$ cat src/rtl/sys_skew_feeder_if.sv
// Load port of the skew feeder: byte-wide (N-bit) vector writes into the
// A or B operand bank with a valid/ready handshake.
//   load_valid : master requests a write
//   load_sel   : target bank, 0 = A, 1 = B
//   load_data  : vector to store
//   load_ready : slave accepts the write this cycle when high
interface sys_skew_feeder_if #(
  parameter int N = 8
);
  logic         load_valid;
  logic         load_sel;
  logic [N-1:0] load_data;
  logic         load_ready;

  modport master (output load_valid, load_sel, load_data, input load_ready);
  modport slave  (input load_valid, load_sel, load_data, output load_ready);
endinterface

$ cat src/rtl/sys_skew_feeder.sv
// Operand sequencer for an N x N bit systolic array. Buffers N A-vectors and
// N B-vectors, streams them lane-skewed so cell (i,j) sees a_k[j] and b_k[i]
// together at t = k+i+j, then runs the array readout and strobes each row.
//   clk, reset     : clock, synchronous active-high reset
//   ld             : load port (slave side of sys_skew_feeder_if)
//   start_i        : begin a run (honoured in IDLE only)
//   start_err_o    : 1-cycle pulse, start in IDLE with a bank not full
//   sys_in1_o/2_o  : A / B lanes to the array
//   sys_in_valid_o : array input valid
//   readout_o      : array readout phase
//   rd_strobe_o    : consumer samples the array output this cycle
//   rd_row_o       : emission index of the strobed row
//   busy_o         : run in progress
//   done_o         : 1-cycle pulse at end of run
module sys_skew_feeder #(
  parameter int N  = 8,
  parameter int CW = $clog2(3*N),
  parameter int RW = (N > 1) ? $clog2(N) : 1
) (
  input  logic          clk,
  input  logic          reset,
  sys_skew_feeder_if.slave ld,
  input  logic          start_i,
  output logic          start_err_o,
  output logic [N-1:0]  sys_in1_o,
  output logic [N-1:0]  sys_in2_o,
  output logic          sys_in_valid_o,
  output logic          readout_o,
  output logic          rd_strobe_o,
  output logic [RW-1:0] rd_row_o,
  output logic          busy_o,
  output logic          done_o
);
  typedef enum logic [2:0] {S_IDLE, S_STREAM, S_DRAIN, S_READOUT, S_DONE} state_t;

  localparam int              CNTW     = $clog2(N+1);
  localparam logic [CW-1:0]   T_LAST   = CW'(3*N-3);
  localparam logic [CW-1:0]   T_DRAIN  = CW'(2*N-1);
  localparam logic [CW-1:0]   R_LAST   = CW'(N);
  localparam logic [CNTW-1:0] CNT_FULL = CNTW'(N);

  state_t          state_q, state_d;
  logic [CW-1:0]   t_q, t_d;
  logic [CNTW-1:0] a_cnt_q, a_cnt_d, b_cnt_q, b_cnt_d;
  logic [N-1:0]    a_mem [N];
  logic [N-1:0]    b_mem [N];
  logic            a_we, b_we, start_bad;
  logic [N-1:0]    in1_d, in2_d;
  logic [N-1:0]    a_word, b_word;
  logic [RW-1:0]   row_d;

  assign ld.load_ready = (state_q == S_IDLE) &&
                         (ld.load_sel ? (b_cnt_q < CNT_FULL) : (a_cnt_q < CNT_FULL));
  assign a_we = ld.load_valid && ld.load_ready && !ld.load_sel;
  assign b_we = ld.load_valid && ld.load_ready &&  ld.load_sel;

  always_comb begin
    a_cnt_d   = a_cnt_q + CNTW'(a_we);
    b_cnt_d   = b_cnt_q + CNTW'(b_we);
    state_d   = state_q;
    t_d       = t_q;
    start_bad = 1'b0;
    case (state_q)
      S_IDLE: begin
        // A start arriving with the last load is judged on the updated counts.
        if (start_i) begin
          if (a_cnt_d == CNT_FULL && b_cnt_d == CNT_FULL) begin
            state_d = S_STREAM;
            t_d     = '0;
          end else begin
            start_bad = 1'b1;
          end
        end
      end
      S_STREAM, S_DRAIN: begin
        if (t_q == T_LAST) begin
          state_d = S_READOUT;
          t_d     = '0;
        end else begin
          t_d     = t_q + CW'(1);
          state_d = (t_d >= T_DRAIN) ? S_DRAIN : S_STREAM;
        end
      end
      S_READOUT: begin
        if (t_q == R_LAST) begin
          state_d = S_DONE;
          t_d     = '0;
        end else begin
          t_d = t_q + CW'(1);
        end
      end
      S_DONE: begin
        state_d = S_IDLE;
        a_cnt_d = '0;
        b_cnt_d = '0;
      end
      default: state_d = S_IDLE;
    endcase
  end

  // Skewed lanes for the cycle about to start. Lane j carries vector k when
  // t == k+j. A bank word written on this same edge is bypassed so the lanes
  // never see the stale entry (only reachable when N == 1).
  always_comb begin
    in1_d  = '0;
    in2_d  = '0;
    a_word = '0;
    b_word = '0;
    if (state_d == S_STREAM) begin
      for (int k = 0; k < N; k++) begin
        a_word = (a_we && a_cnt_q == CNTW'(k)) ? ld.load_data : a_mem[k];
        b_word = (b_we && b_cnt_q == CNTW'(k)) ? ld.load_data : b_mem[k];
        for (int j = 0; j < N; j++) begin
          if (int'(t_d) == k + j) begin
            in1_d[j] = a_word[j];
            in2_d[j] = b_word[j];
          end
        end
      end
    end
  end

  // Readout step r = t_d; r == 0 only flushes the array's stale last row.
  always_comb begin
    row_d = '0;
    if (state_d == S_READOUT && t_d != '0) row_d = RW'(t_d - CW'(1));
  end

  // Control and registered array-facing outputs
  always_ff @(posedge clk) begin
    if (reset) begin
      state_q        <= S_IDLE;
      t_q            <= '0;
      a_cnt_q        <= '0;
      b_cnt_q        <= '0;
      start_err_o    <= 1'b0;
      sys_in1_o      <= '0;
      sys_in2_o      <= '0;
      sys_in_valid_o <= 1'b0;
      readout_o      <= 1'b0;
      rd_strobe_o    <= 1'b0;
      rd_row_o       <= '0;
      busy_o         <= 1'b0;
      done_o         <= 1'b0;
    end else begin
      state_q        <= state_d;
      t_q            <= t_d;
      a_cnt_q        <= a_cnt_d;
      b_cnt_q        <= b_cnt_d;
      start_err_o    <= start_bad;
      sys_in1_o      <= in1_d;
      sys_in2_o      <= in2_d;
      sys_in_valid_o <= (state_d == S_STREAM) || (state_d == S_DRAIN);
      readout_o      <= (state_d == S_READOUT);
      rd_strobe_o    <= (state_d == S_READOUT) && (t_d != '0);
      rd_row_o       <= row_d;
      busy_o         <= (state_d != S_IDLE);
      done_o         <= (state_d == S_DONE);
    end
  end

  // Operand banks
  always_ff @(posedge clk) begin
    for (int k = 0; k < N; k++) begin
      if (a_we && a_cnt_q == CNTW'(k)) a_mem[k] <= ld.load_data;
      if (b_we && b_cnt_q == CNTW'(k)) b_mem[k] <= ld.load_data;
    end
  end
endmodule

$ cat src/flat_wrapper.sv
// flat-port wrapper written by rule: the top's interface ports become plain ports
module sys_skew_feeder_flat 
#(
  parameter int N  = 8,
  parameter int CW = $clog2(3*N),
  parameter int RW = (N > 1) ? $clog2(N) : 1
)
  (clk, reset, start_i, start_err_o, sys_in1_o, sys_in2_o, sys_in_valid_o, readout_o, rd_strobe_o, rd_row_o, busy_o, done_o, ld_load_valid, ld_load_sel, ld_load_data, ld_load_ready);
  sys_skew_feeder_if #(.N(N)) ld_i ();
  input  logic clk;
  input  logic reset;
  input  logic start_i;
  output logic start_err_o;
  output logic [N-1:0] sys_in1_o;
  output logic [N-1:0] sys_in2_o;
  output logic sys_in_valid_o;
  output logic readout_o;
  output logic rd_strobe_o;
  output logic [RW-1:0] rd_row_o;
  output logic busy_o;
  output logic done_o;
  input wire logic [$bits(ld_i.load_valid)-1:0] ld_load_valid;
  input wire logic [$bits(ld_i.load_sel)-1:0] ld_load_sel;
  input wire logic [$bits(ld_i.load_data)-1:0] ld_load_data;
  output wire logic [$bits(ld_i.load_ready)-1:0] ld_load_ready;
  assign ld_i.load_valid = ld_load_valid;
  assign ld_i.load_sel = ld_load_sel;
  assign ld_i.load_data = ld_load_data;
  assign ld_load_ready = ld_i.load_ready;
  sys_skew_feeder #(.N(N), .CW(CW), .RW(RW)) u_core (.clk(clk), .reset(reset), .ld(ld_i), .start_i(start_i), .start_err_o(start_err_o), .sys_in1_o(sys_in1_o), .sys_in2_o(sys_in2_o), .sys_in_valid_o(sys_in_valid_o), .readout_o(readout_o), .rd_strobe_o(rd_strobe_o), .rd_row_o(rd_row_o), .busy_o(busy_o), .done_o(done_o));
endmodule
$ cat config.mk
export PLATFORM = sky130hd
export DESIGN_NAME = sys_skew_feeder_flat
export DESIGN_NICKNAME = d
export VERILOG_FILES = /design/src/rtl/sys_skew_feeder_if.sv /design/src/rtl/sys_skew_feeder.sv /design/src/flat_wrapper.sv
export SDC_FILE = /design/constraint.sdc
export NUM_CORES = 1
export LEC_CHECK = 0
export CAP_MARGIN = 20
export CORE_MARGIN = 2
export CORE_UTILIZATION = 45
export DETAILED_ROUTE_END_ITERATION = 6
export GPL_TIMING_DRIVEN = 0
export PLACE_DENSITY = 0.63
export SLEW_MARGIN = 20
export SYNTH_ARGS = -nofsm -noshare
export SYNTH_HDL_FRONTEND = slang
export SYNTH_SLANG_ARGS = --single-unit
$ cat constraint.sdc
create_clock -name clk -period 7.75 [get_ports clk]
set_input_delay 2.325 -clock clk [delete_from_list [all_inputs] [get_ports clk]]
set_output_delay 2.325 -clock clk [all_outputs]
set_load 0.005 [all_outputs]
# After elaboration in Yosys (flattened, before gate mapping)
# Memory sizes are Yosys's and may differ from the RTL's.
# Cells that the tools add are included.
# W data, S select, Z words.
# word_totals
memories	2
ramBits	128
out_inout_bits	26
inputBits	13
regBits	41
# memory_table
name	words	word_bits	read_ports	rd_clocked_by_memory_dff	write_ports	line_no	rtl
u_core.a_mem	8	8	8	0	1	sys_skew_feeder.sv:45	logic [N-1:0] a_mem [N];
u_core.b_mem	8	8	8	0	1	sys_skew_feeder.sv:46	logic [N-1:0] b_mem [N];
# classes
reduce_logical	49
eq_ne	40
bitwise	4
muxes	231
n_addsub	4
order_cmp	3
# ops
op	count
$mux W8	30
$mux W1	176
$reduce_or A8 Y1	14
$mux W3	18
$eq A5 B5 Y1 const B	8
$eq A4 B3 Y1 const B	8
$eq A5 B4 Y1 const B	5
$logic_and A1 B1 Y1	22
$mux W5	4
$eq A4 B2 Y1 const B	4
$pmux W5 S3	1
$eq A3 B2 Y1 const B	4
$eq A5 B3 Y1 const B	2
$pmux W3 S3	1
$add A4 B1 Y4	2
$eq A4 B1 Y1 const B	2
$eq A4 B4 Y1 const B	2
$logic_not A4 Y1	2
$lt A4 B4 Y1 const B	2
$reduce_or A2 Y1	4
$eq A3 B1 Y1 const B	2
$eq A3 B3 Y1 const B	2
$add A5 B1 Y5 const B	1
$eq A5 B2 Y1 const B	1
other kinds (11)	14

# Logic depth before layout (Yosys ltp)
# Gate-level depths: netlist (run 1).
# depth
word_depth	20
mapped_depth	20

# Least setup slack after synthesis (run 1)
# No wires, ideal clock.
# synth_path
path_kind	input to register
startpoint	input ld_load_valid
endpoint	register u_core.sys_in2_o[4]
slack_ns	1.393
arrival_ns	6.270
setup_ns	0.087
cell_stages	18
path_cell_list	or4b_4 > buf_6 > nor2_1 > ha_1 > ha_1 > nor4_1 > nand3_1 > or4b_1 > a32oi_1 > buf_2 > ha_1 > o31ai_1 > a21oi_1 > nand3_1 > clkbuf_1 > a21boi_0 > a21boi_0 > o31ai_1
# synth_via
elab_chain_cells	17
# synth_rtl
element	line_no	rtl
start, declared	flat_wrapper.sv:22	input wire logic [$bits(ld_i.load_valid)-1:0] ld_load_valid;
$logic_and A1 B1 Y1 (*)	sys_skew_feeder.sv:54, sys_skew_feeder.sv:55	
$logic_and A1 B1 Y1 (on tied branches)	sys_skew_feeder.sv:54, sys_skew_feeder.sv:55	
$add A4 B1 Y4 (on tied branches)	sys_skew_feeder.sv:58, sys_skew_feeder.sv:59	
$eq A4 B4 Y1	sys_skew_feeder.sv:67	if (a_cnt_d == CNT_FULL && b_cnt_d == CNT_FULL) begin
$logic_and A1 B1 Y1	sys_skew_feeder.sv:67	
$mux W5	sys_skew_feeder.sv:67	
$mux W5	sys_skew_feeder.sv:66	if (start_i) begin
$pmux W5 S3	sys_skew_feeder.sv:63	case (state_q)
$eq A5 B4 Y1	sys_skew_feeder.sv:114	if (int'(t_d) == k + j) begin
$mux W1 (8 in series)	sys_skew_feeder.sv:114	
end signal, assigned	sys_skew_feeder.sv:152	sys_in2_o <= in2_d;
end, declared	sys_skew_feeder.sv:26	output logic [N-1:0] sys_in2_o,
# Mark *: on every way between the ends. The rest lies on a longest branch, timed or not.
# A chain may end at the register's enable or synchronous reset.

# Final worst setup path (run 1)
# Ends and elaborated chain as after synthesis.

==> results of run 1 <==
per-stage QoR:
stage          setup WS, ns  util (%)  instances  TNS, ns
6_report              0.493      54.1       1026        0
5_1_grt               0.132      54.1       1026        0
4_1_cts               0.230      53.9       1023        0
3_5_place_dp         -0.490      50.0        991    -5.39
3_3_place_gp         -0.401      50.0        991    -4.09
2_1_floorplan          1.39         -        733        0
timing repair:
action                     CTS  global route
buffers inserted             0             3
resized for setup            1             2
setup endpoints to repair    2            14
cell type report:
class,instances,area (µm²),area share (%)
Buffer,46,216,2.42
Clock buffer,20,457,5.11
Clock inverter,12,188,2.10
Inverter,28,105,1.18
Multi-Input combinational cell,490,3910,43.8
Sequential cell,169,3380,37.8
Tap cell,220,275,3.08
Timing Repair Buffer,41,403,4.51
where the power goes:
group          leakage, nW  total (mW)  switching, mW  internal, mW
Clock                0.308       0.924          0.363         0.561
Combinational         1.79       0.150         0.0734        0.0766
Sequential            1.38       0.965         0.0181         0.947
Yosys cell counts (4+ instances only):
library cell  number  share of area, %
o22ai_1           10              0.82
a21boi_0           4              0.40
clkbuf_1          28               1.4
a211oi_1           4              0.40
nor2_1            31               1.5
mux2i_1           13               1.7
nor2b_1            6              0.49
nand4_1            6              0.49
a32o_1             5              0.66
inv_1             27               1.3
a221oi_1           5              0.58
and3_1             5              0.41
o211ai_1          17               1.7
o2111ai_1          7              0.81
ha_1              10               1.6
and2_1             7              0.58
o21ai_0           23               1.5
mux2_2           114                17
nor3_1            19               1.3
o31ai_1            6              0.59
o32ai_1            4              0.46
nand2_1           39               1.9
a21oi_1           16               1.1
nor4_1            10              0.82
o221ai_1           5              0.58
a31oi_1            7              0.58
nand3_1           24               1.6
a311oi_1           6              0.69
a32oi_1            9               1.0
dfxtp_1          169                45
o31a_1             6              0.69
buf_4              4              0.40
xnor2_1            5              0.58
buf_2             11              0.72
cell usage in the layout (no fill, tap or decap), drive strengths merged, types with 6 or more instances in the layout:
| cell | n |
|---|---|
| a21oi | 17 |
| a311oi | 7 |
| a31oi | 9 |
| a32oi | 9 |
| and2 | 7 |
| buf | 21 |
| clkbuf | 48 |
| clkdlybuf4s50 | 38 |
| dfxtp | 169 |
| ha | 10 |
| inv | 31 |
| mux2 | 116 |
| mux2i | 13 |
| nand2 | 39 |
| nand3 | 24 |
| nand4 | 6 |
| nor2 | 32 |
| nor2b | 6 |
| nor3 | 23 |
| nor4 | 12 |
| o2111ai | 7 |
| o211ai | 18 |
| o21ai | 25 |
| o22ai | 10 |
| o31a | 6 |
| o31ai | 6 |
sequential cells by signal, indices dropped and copies added, names as in the netlist, 3 cells and up:
signal            flops
u_core.sys_in1_o      8
u_core.a_cnt_q        4
u_core.b_cnt_q        4
u_core.t_q            5
u_core.a_mem         64
u_core.b_mem         64
u_core.rd_row_o       3
u_core.sys_in2_o      8
u_core.state_q        3
layer usage:
layer,routed length [µm],up-vias,track usage [%]
li1,-,2884,-
met1,10000,3099,35.1
met2,10600,217,41.5
met3,1320,52,5.06
met4,636,0,9.46
met5,0,-,0
worst min-delay path by stage:
| stage | from | to |
|---|---|---|
| 2_1_floorplan | u_core.a_mem[0][18] | u_core.a_mem[0][18] |
| 3_3_place_gp | u_core.b_mem[6][4] | u_core.b_mem[6][4] |
| 3_5_place_dp | u_core.b_mem[2][2] | u_core.b_mem[2][2] |
| 4_1_cts | u_core.b_mem[2][2] | u_core.b_mem[2][2] |
| 5_1_grt | u_core.b_mem[5][1] | u_core.b_mem[5][1] |
| 6_report | u_core.a_mem[0][8] | u_core.a_mem[0][8] |
kinds of logic after synthesis:
family / share of synthesized area, %
multiplexers: 19.0
AO/OA/AOI/OAI: 16.5
adder cells (fa/ha/maj): 1.65
flip-flops: 44.5
buffers and inverters: 4.23
AND/OR/NAND/NOR: 13.2
XOR/XNOR: 0.922
critical path, delay by kind of cell:
| family | cells | cell delay, ns |
|---|---|---|
| adder cells (fa/ha/maj) | 3 | 0.70 |
| AO/OA/AOI/OAI | 6 | 1.36 |
| buffers and inverters | 5 | 1.44 |
| AND/OR/NAND/NOR | 6 | 1.77 |
==> metrics.md, run 1 <==
| Metric | Value |
|---|---|
| Outcome | `finished, final reports clean` |
| Total Wirelength | `around 23,000 µm` |
| Number of fillers in the final layout | `about 1,500` |
| Post-DP HPWL | `between 15,000 and 20,000 µm` |
| Drt drc | `0` |
| Post-route ant nets | `0` |
| Synth Net Count | `around 760` |
| MaxCap Viol Count | `0` |
| Part of the Yosys area used for sequential elements | `between 40 and 50%` |
| Hold buffers post-CTS | `0` |
| Final setup vio count | `0` |
| Crit-path cells | `clkdlybuf4s50_1, or4b_4, buf_6, nor2_1, ha_1, ha_1, nor4_1, nand3_1, or4b_1, a32oi_2, buf_2, ha_1, o31ai_1, a21oi_2, buf_4, nand3_1, clkbuf_1, a21boi_0, a21boi_0, o31ai_1` |
| Num Clock Sinks | `between 150 and 200` |
| Hold Slack | `around 0.46 ns` |
| Routed via count | `6,252` |
| H-Tree Depth | `4` |
| Critical R2R Launch | `u_core.state_q[1]` |
| Clock root cell | `clkbuf_16` |
| Area Overhead vs Synth | `17.6%` |
| R2R depth | `20` |
| FF-to-FF setup slack | `2.34 ns` |
| Die height | `134 µm` |
| CP max-delay cell | `or4b_1` |
| Worst Setup EP | `u_core.sys_in2_o[4]` |
| Static leakage | `3.48 nW` |
| Port bufs | `38` |
| Worst Hold Class | `reg2reg` |
| Top_reg_cell synth | `dfxtp_1` |
| Fmax | `138 MHz` |
| Drt first pass iters | `5` |
| Post-route minimum period | `a little over 7 ns` |
| FF-to-FF End | `u_core.sys_in2_o[4]` |
| Least-Margin Pin Slew | `around 1.1 ns` |
| Clock transition at path regs | `around 0.06 ns` |
| Crit path required time | `8.09 ns` |
| Max-slew violation count | `0` |
| Placer Congestion | `0.887` |
| Kind of critical path | `in2reg` |
| DIE AREA | `between 15,000 and 20,000 µm²` |
| Slew headroom | `~29%` |
| Initial drt markers | `~440` |
| Initial Util | `a little under half` |
| Die Width | `about 130 µm` |
| Min-Delay Path Depth | `2` |
| Final hold violation count | `0` |
| Final-stage net count | `just over 800` |
| Number of global-route vias before repair | `approximately 6,100` |
| Grt total ovfl | `0` |
| First-pass GRT wire length | `about 35,000 µm` |
| Rows | `47` |
| Via density | `6.09` |
| Syn Area/Cell | `between 10 and 15 µm²` |
| Final Cell Area | `~9000 µm²` |
| Boundary Pins | `39` |
| Peak supply drop | `175 µV` |
| Cells after Synth | `around 730` |
| Worst Path Arrival | `about 7.6 ns` |
| Crit path from | `ld_load_valid` |
| Setup crit start kind | `input pin` |
| Largest net degree at the start of global routing | `17` |
| Cell mode on critical path | `ha_1` |
| Placeable Area | `around 17,000 µm²` |
| Routed length per instance | `~22 µm` |
| RSZ-0062 raised after global routing | `no` |
| N_diodes | `0` |
| Longest Clk Path Bufs | `2` |
| Layout cells sized above 1 | `24.2%` |
| Mapped Area | `around 7600 µm²` |
| Asr flop ratio synth | `0%` |
| Synthesis-stage register bit count | `around 170` |
| Warnings, synthesis | `0` |
| Slowest Stage Delay on Critical Path | `~0.6 ns` |
| Post-synth EDFFs | `0` |
| PD cells | `between 200 and 250 nW/µm²` |
| GRT Util Overall | `a little over a quarter` |
| CTS tree | `built` |
| Clock skew | `0.00802 ns` |
| Synth unique cells | `between 70 and 80` |
| Crit. End Element | `flip-flop` |
| Placement Cell Area | `approximately 8300 µm²` |
| Pwr Total | `2.04 mW` |
| Total CTS buffers | `17` |
| Initial antenna violation count | `0` |
| Final period util | `around 94%` |
| Clock latency on the worst-skew pair | `roughly 0.43 ns` |
| Crit Path Max Fanout | `10` |
No activity file was read; power rests on OpenSTA's default activity.
==> run 2, diff against run 1 <==
--- a/config.mk
+++ b/config.mk
@@ -11,6 +11,7 @@
 export DETAILED_ROUTE_END_ITERATION = 6
 export GPL_TIMING_DRIVEN = 0
 export PLACE_DENSITY = 0.63
+export SKIP_CTS_REPAIR_TIMING = 1
 export SLEW_MARGIN = 20
 export SYNTH_ARGS = -nofsm -noshare
 export SYNTH_HDL_FRONTEND = slang
==> run 2 against run 1 <==
  * First-iteration DRC count is 6.6% lower
  * Sequential power hardly changed
  * Worst setup slack worse by 0.025 ns
  * Via count is 1.1% lower
  * Non-clock buffer count stayed put
  * Critical path type unchanged
  * Largest power group unchanged
==> metrics.md, run 2 (synthesis gave the netlist of run 1 again) <==
| Metric | Value |
|---|---|
| DIE AREA | `17,900 µm²` |
| Most common cell after layout, fill and taps aside | `dfxtp_1` |
| Cell mode on critical path | `ha_1` |
| Met2 routed wirelength | `10,600 µm` |
| Slowest Stage Delay on Critical Path | `0.60 ns` |
| Longest Clk Path Bufs | `2` |
| Drt first pass iters | `7` |
| Largest net degree at the start of global routing | `17` |
| Crit Path Max Fanout | `10` |
| Final hold violation count | `0` |
| Die Width | `134 µm` |
| Placer Congestion | `0.887` |
| Clock transition at path regs | `approximately 0.06 ns` |
| Static leakage | `roughly 3.5 nW` |
| PD cells | `between 200 and 250 nW/µm²` |
| Boundary Pins | `39` |
| Crit path required time | `roughly 8 ns` |
| DP Worst Slack | `-0.490 ns` |
| Routed length per instance | `22.0 µm` |
| Drt drc | `0` |
| Post-route ant nets | `0` |
| Slew headroom | `between 20% and 30%` |
| First-pass GRT wire length | `between 30,000 and 40,000 µm` |
| Post-route minimum period | `roughly 7.3 ns` |
| Final-stage net count | `approximately 820` |
| Final period util | `a little over nine tenths` |
| Number of global-route vias before repair | `about 6,000` |
| Crit-path cells | `clkdlybuf4s50_1, or4b_4, buf_6, nor2_1, ha_1, ha_1, nor4_1, nand3_1, or4b_1, a32oi_2, buf_2, ha_1, o31ai_1, a21oi_2, buf_4, buf_2, a32oi_1, o21ai_0, a21oi_1, o32ai_1` |
| Area Overhead vs Synth | `17.6%` |
| Total CTS buffers | `17` |
| Final Non-Filler Cells | `1,026` |
| Max-slew violation count | `0` |
| Final setup vio count | `0` |
| Initial Util | `approximately 46%` |
| Fmax | `137 MHz` |
| Kind of critical path | `in2reg` |
| Worst Path Arrival | `7.60 ns` |
| Setup ws final | `approximately 0.47 ns` |
| Outcome | `finished, final reports clean` |
| RSZ-0062 raised after global routing | `no` |
| H-Tree Depth | `4` |
| Peak supply drop | `176 µV` |
| Least-Margin Pin Slew | `between 1 and 1.5 ns` |
| CTS tree | `built` |
| Initial antenna violation count | `0` |
| Setup crit start kind | `input pin` |
| Via density | `between 6 and 7` |
| Die height | `roughly 130 µm` |
| Clock skew | `around 0.0074 ns` |
| Grt total ovfl | `0` |
| Worst Hold Class | `reg2reg` |
| Clock latency on the worst-skew pair | `approximately 0.43 ns` |
| Initial drt markers | `between 400 and 500` |
| CP max-delay cell | `or4b_1` |
| GRT Util Overall | `roughly a quarter` |
| Largest regs | `u_core.a_mem (64), u_core.b_mem (64)` |
| Routed via count | `6,182` |
| Metal1 wirelength | `approximately 10,000 µm` |
| Layout cells sized above 1 | `24.2%` |
| N_diodes | `0` |
| Clock root cell | `clkbuf_16` |
| Commonest cells after routing, fill and taps aside | `169 x dfxtp_1, 114 x mux2_2, 39 x nand2_1` |
| Total Wirelength | `~23,000 µm` |
| Wire length on met3 | `1330 µm` |
| Post-DP HPWL | `around 16,000 µm` |
| Top Layer Used | `met4` |
| Crit. End Element | `flip-flop` |
| MaxCap Viol Count | `0` |
| Num Clock Sinks | `approximately 170` |
| Placed instance count | `991` |
| Placeable Area | `about 17,000 µm²` |
| Port bufs | `38` |
| Rows | `47` |
[run 2: cell counts in the layout (fill, tap and decap cells not counted)]
No cell type changed its count.
[run 2: area by class of cell]
type / instances / area (µm²)
fillers: 1494 / 7580
multi-input cells: 490 / 3910
flip-flops and latches: 169 / 3380
clock buffers: 20 / 457
repair buffers: 41 / 403
well taps: 220 / 275
plain buffers: 46 / 216
clock inverters: 12 / 188
inverters: 28 / 105
[run 2: path summary, 6_finish.rpt]
| kind | from | endpoint | slack, ns | depth (start not counted) |
|---|---|---|---|---|
| setup / recovery | ld_load_valid | u_core.sys_in2_o[3] | 0.47 | 20 |
| hold / removal | u_core.a_mem[0][8] | u_core.a_mem[0][8] | 0.46 | 2 |
| setup reg to reg | u_core.state_q[1] | u_core.sys_in2_o[3] | 2.31 | 20 |
| hold reg to reg | u_core.a_mem[0][8] | u_core.a_mem[0][8] | 0.46 | 2 |
[run 2: power by group]
part,total [mW],leakage [nW],switching (mW),internal (mW)
clock network,0.923,0.308,0.362,0.561
registers,0.965,1.38,0.0187,0.947
logic,0.150,1.79,0.0735,0.0766
[run 2: metrics by stage]
step	cell area (µm²)	TNS (ns)	hold WS (ns)	total power, mW	util, %
floorplan	7600	0	0.424	1.09	-
global placement	8260	-4.09	0.434	1.12	50.0
detailed placement	8260	-5.39	0.443	1.13	50.0
CTS	8900	-0.0456	0.460	2.05	53.9
global route	8940	0	0.479	2.11	54.1
finish	8940	0	0.459	2.04	54.1
[run 2: layer usage]
metal,global-route usage [%],up-vias
met5,0,-
met3,5.03,53
met1,35.1,3026
li1,-,2888
met4,9.16,0
met2,41.6,215
[run 2: critical path, delay by kind of cell]
family	cells	cell delay (ns)
adders and majority gates	3	0.70
and+or+nand+nor	5	1.66
buffers and inverters	5	1.41
AOI/OAI and AO/OA	7	1.47
==> run 3, diff against run 2 <==
--- a/config.mk
+++ b/config.mk
@@ -6,8 +6,9 @@
 export NUM_CORES = 1
 export LEC_CHECK = 0
 export CAP_MARGIN = 20
-export CORE_MARGIN = 2
+export CORE_MARGIN = 4
 export CORE_UTILIZATION = 45
+export CTS_CLUSTER_SIZE = 20
 export DETAILED_ROUTE_END_ITERATION = 6
 export GPL_TIMING_DRIVEN = 0
 export PLACE_DENSITY = 0.63
==> run 3 against run 2 <==
  * Sequential power hardly changed
  * Combinational power hardly changed
  * Hold slack better by 0.0017 ns
  * Clock power is 10% lower
  * Fmax is 1.2% lower
  * Global-route usage is 1.4 points lower
  * Non-clock buffer count is 3 lower
  * Core utilization is 0.70 points lower
  * Power is 4.6% lower
  * Clock skew hardly changed
  * Register-to-register slack worse by 0.09 ns
  * Critical path depth is 1 lower
  * Critical endpoint is now u_core.sys_in2_o[4]
==> metrics.md, run 3 (synthesis gave the netlist of run 1 again) <==
| Metric | Value |
|---|---|
| Placeable Area | `16,600 µm²` |
| Drt first pass iters | `7` |
| Crit. End Element | `flip-flop` |
| Total Wirelength | `approximately 23,000 µm` |
| Number of fillers in the final layout | `1,536` |
| Worst Hold Class | `reg2reg` |
| Grt total ovfl | `0` |
| Clock latency on the worst-skew pair | `between 0.4 and 0.5 ns` |
| Die Width | `approximately 140 µm` |
| Worst Path Arrival | `7.70 ns` |
| Number of global-route vias before repair | `a little over 6,000` |
| Initial drt markers | `between 400 and 500` |
| Port bufs | `38` |
| GRT Util Overall | `24.6%` |
| Clock root cell | `clkbuf_16` |
| Final-stage net count | `slightly above 800` |
| Rows | `47` |
| Placed instance count | `approximately 990` |
| Largest net degree at the start of global routing | `17` |
| Peak supply drop | `167 µV` |
| Final Non-Filler Cells | `a little over 1,000` |
| MaxCap Viol Count | `0` |
| Final setup vio count | `0` |
| Layout cells sized above 1 | `between 20% and 30%` |
| Die height | `138 µm` |
| Clock transition at path regs | `~0.06 ns` |
| First-pass GRT wire length | `35,000 µm` |
| Setup ws final | `roughly 0.38 ns` |
| DIE AREA | `about 19,000 µm²` |
| Initial antenna violation count | `0` |
| Largest regs | `u_core.a_mem (64), u_core.b_mem (64)` |
| H-Tree Depth | `4` |
| Crit path required time | `roughly 8 ns` |
| Setup crit start kind | `input pin` |
| CTS tree | `built` |
| PD cells | `219 nW/µm²` |
| Clock skew | `roughly 0.0078 ns` |
| Static leakage | `about 3.4 nW` |
| Initial Util | `approximately 46%` |
| Least-Margin Pin Slew | `approximately 0.89 ns` |
| Routed length per instance | `about 22 µm` |
| Placement Cell Area | `roughly 8300 µm²` |
| Post-DP HPWL | `between 15,000 and 20,000 µm` |
| Area Overhead vs Synth | `16.5%` |
| Outcome | `finished, final reports clean` |
| Placer Congestion | `a little under 0.9` |
| Final hold violation count | `0` |
| Final Cell Area | `a little under 9000 µm²` |
| RSZ-0062 raised after global routing | `no` |
| Kind of critical path | `in2reg` |
| Num Clock Sinks | `~170` |
| Post-route ant nets | `0` |
| N_diodes | `0` |
| Longest Clk Path Bufs | `2` |
| Utilization after layout | `roughly 53%` |
| Drt drc | `0` |
| Max-slew violation count | `0` |
| Boundary Pins | `39` |
| Total CTS buffers | `17` |
| Routed via count | `roughly 6,200` |
| Crit Path Max Fanout | `10` |
| Commonest cells after routing, fill and taps aside | `169 x dfxtp_1, 114 x mux2_2, 39 x nand2_1` |
| Slew headroom | `between 40% and 50%` |
| DP Worst Slack | `-0.426 ns` |
| Most common cell after layout, fill and taps aside | `dfxtp_1` |
| Via density | `~6.1` |
| Post-route minimum period | `approximately 7.4 ns` |
| Fmax | `between 100 and 150 MHz` |
| Final period util | `a little over nine tenths` |
| Final setup TNS | `0 ns` |
## run 3: per-layer routing
metal | global-route usage (%) | vias up | wire length, µm
met3 | 4.61 | 59 | 1490
met1 | 32.3 | 3057 | 9860
met2 | 38.9 | 254 | 10400
met4 | 12.0 | 0 | 900
li1 | - | 2875 | -
met5 | 0 | - | 0
## run 3: area by class of cell
cell class,count,area [µm²],share of cell area [%]
Buffer,46,216,2.44
Clock buffer,20,467,5.27
Clock inverter,12,116,1.31
Inverter,28,105,1.19
Multi-Input combinational cell,490,3910,44.2
Sequential cell,169,3380,38.2
Tap cell,220,275,3.11
Timing Repair Buffer,38,380,4.29
## run 3: critical path: stages
cell and delay [ns]:
clkdlybuf4s50_1 0.45, or4b_4 0.45, buf_6 0.14, nor2_1 0.13
ha_1 0.20, ha_1 0.25, nor4_1 0.22, nand3_1 0.17
or4b_1 0.60, a32oi_2 0.45, buf_2 0.34, ha_1 0.27
o31ai_1 0.13, a21oi_2 0.39, nand3_1 0.19, clkbuf_1 0.31
a21boi_0 0.21, a21boi_0 0.18, o31ai_1 0.29
## run 3: metrics by stage
stage / hold slack, ns / power (mW)
after floorplan: 0.424 / 1.09
after global placement: 0.435 / 1.12
after detailed placement: 0.452 / 1.13
after CTS: 0.467 / 1.95
after global routing: 0.481 / 2.01
final: 0.461 / 1.94
## run 3: power breakdown
group / total, mW / leakage (nW) / switching [mW] / internal (mW)
sequential: 0.965 / 1.38 / 0.0186 / 0.947
combinational: 0.149 / 1.78 / 0.0725 / 0.0765
clock: 0.830 / 0.289 / 0.358 / 0.472
total: 1.94 / 3.45 / 0.449 / 1.50
## run 3: worst paths after layout
| kind | startpoint | endpoint | slack (ns) | depth (start not counted) |
|---|---|---|---|---|
| min | u_core.b_mem[1][0] | u_core.b_mem[1][0] | 0.46 | 2 |
| max reg2reg | u_core.state_q[0] | u_core.sys_in2_o[4] | 2.22 | 19 |
| min reg2reg | u_core.b_mem[1][0] | u_core.b_mem[1][0] | 0.46 | 2 |
| max | ld_load_valid | u_core.sys_in2_o[4] | 0.38 | 19 |
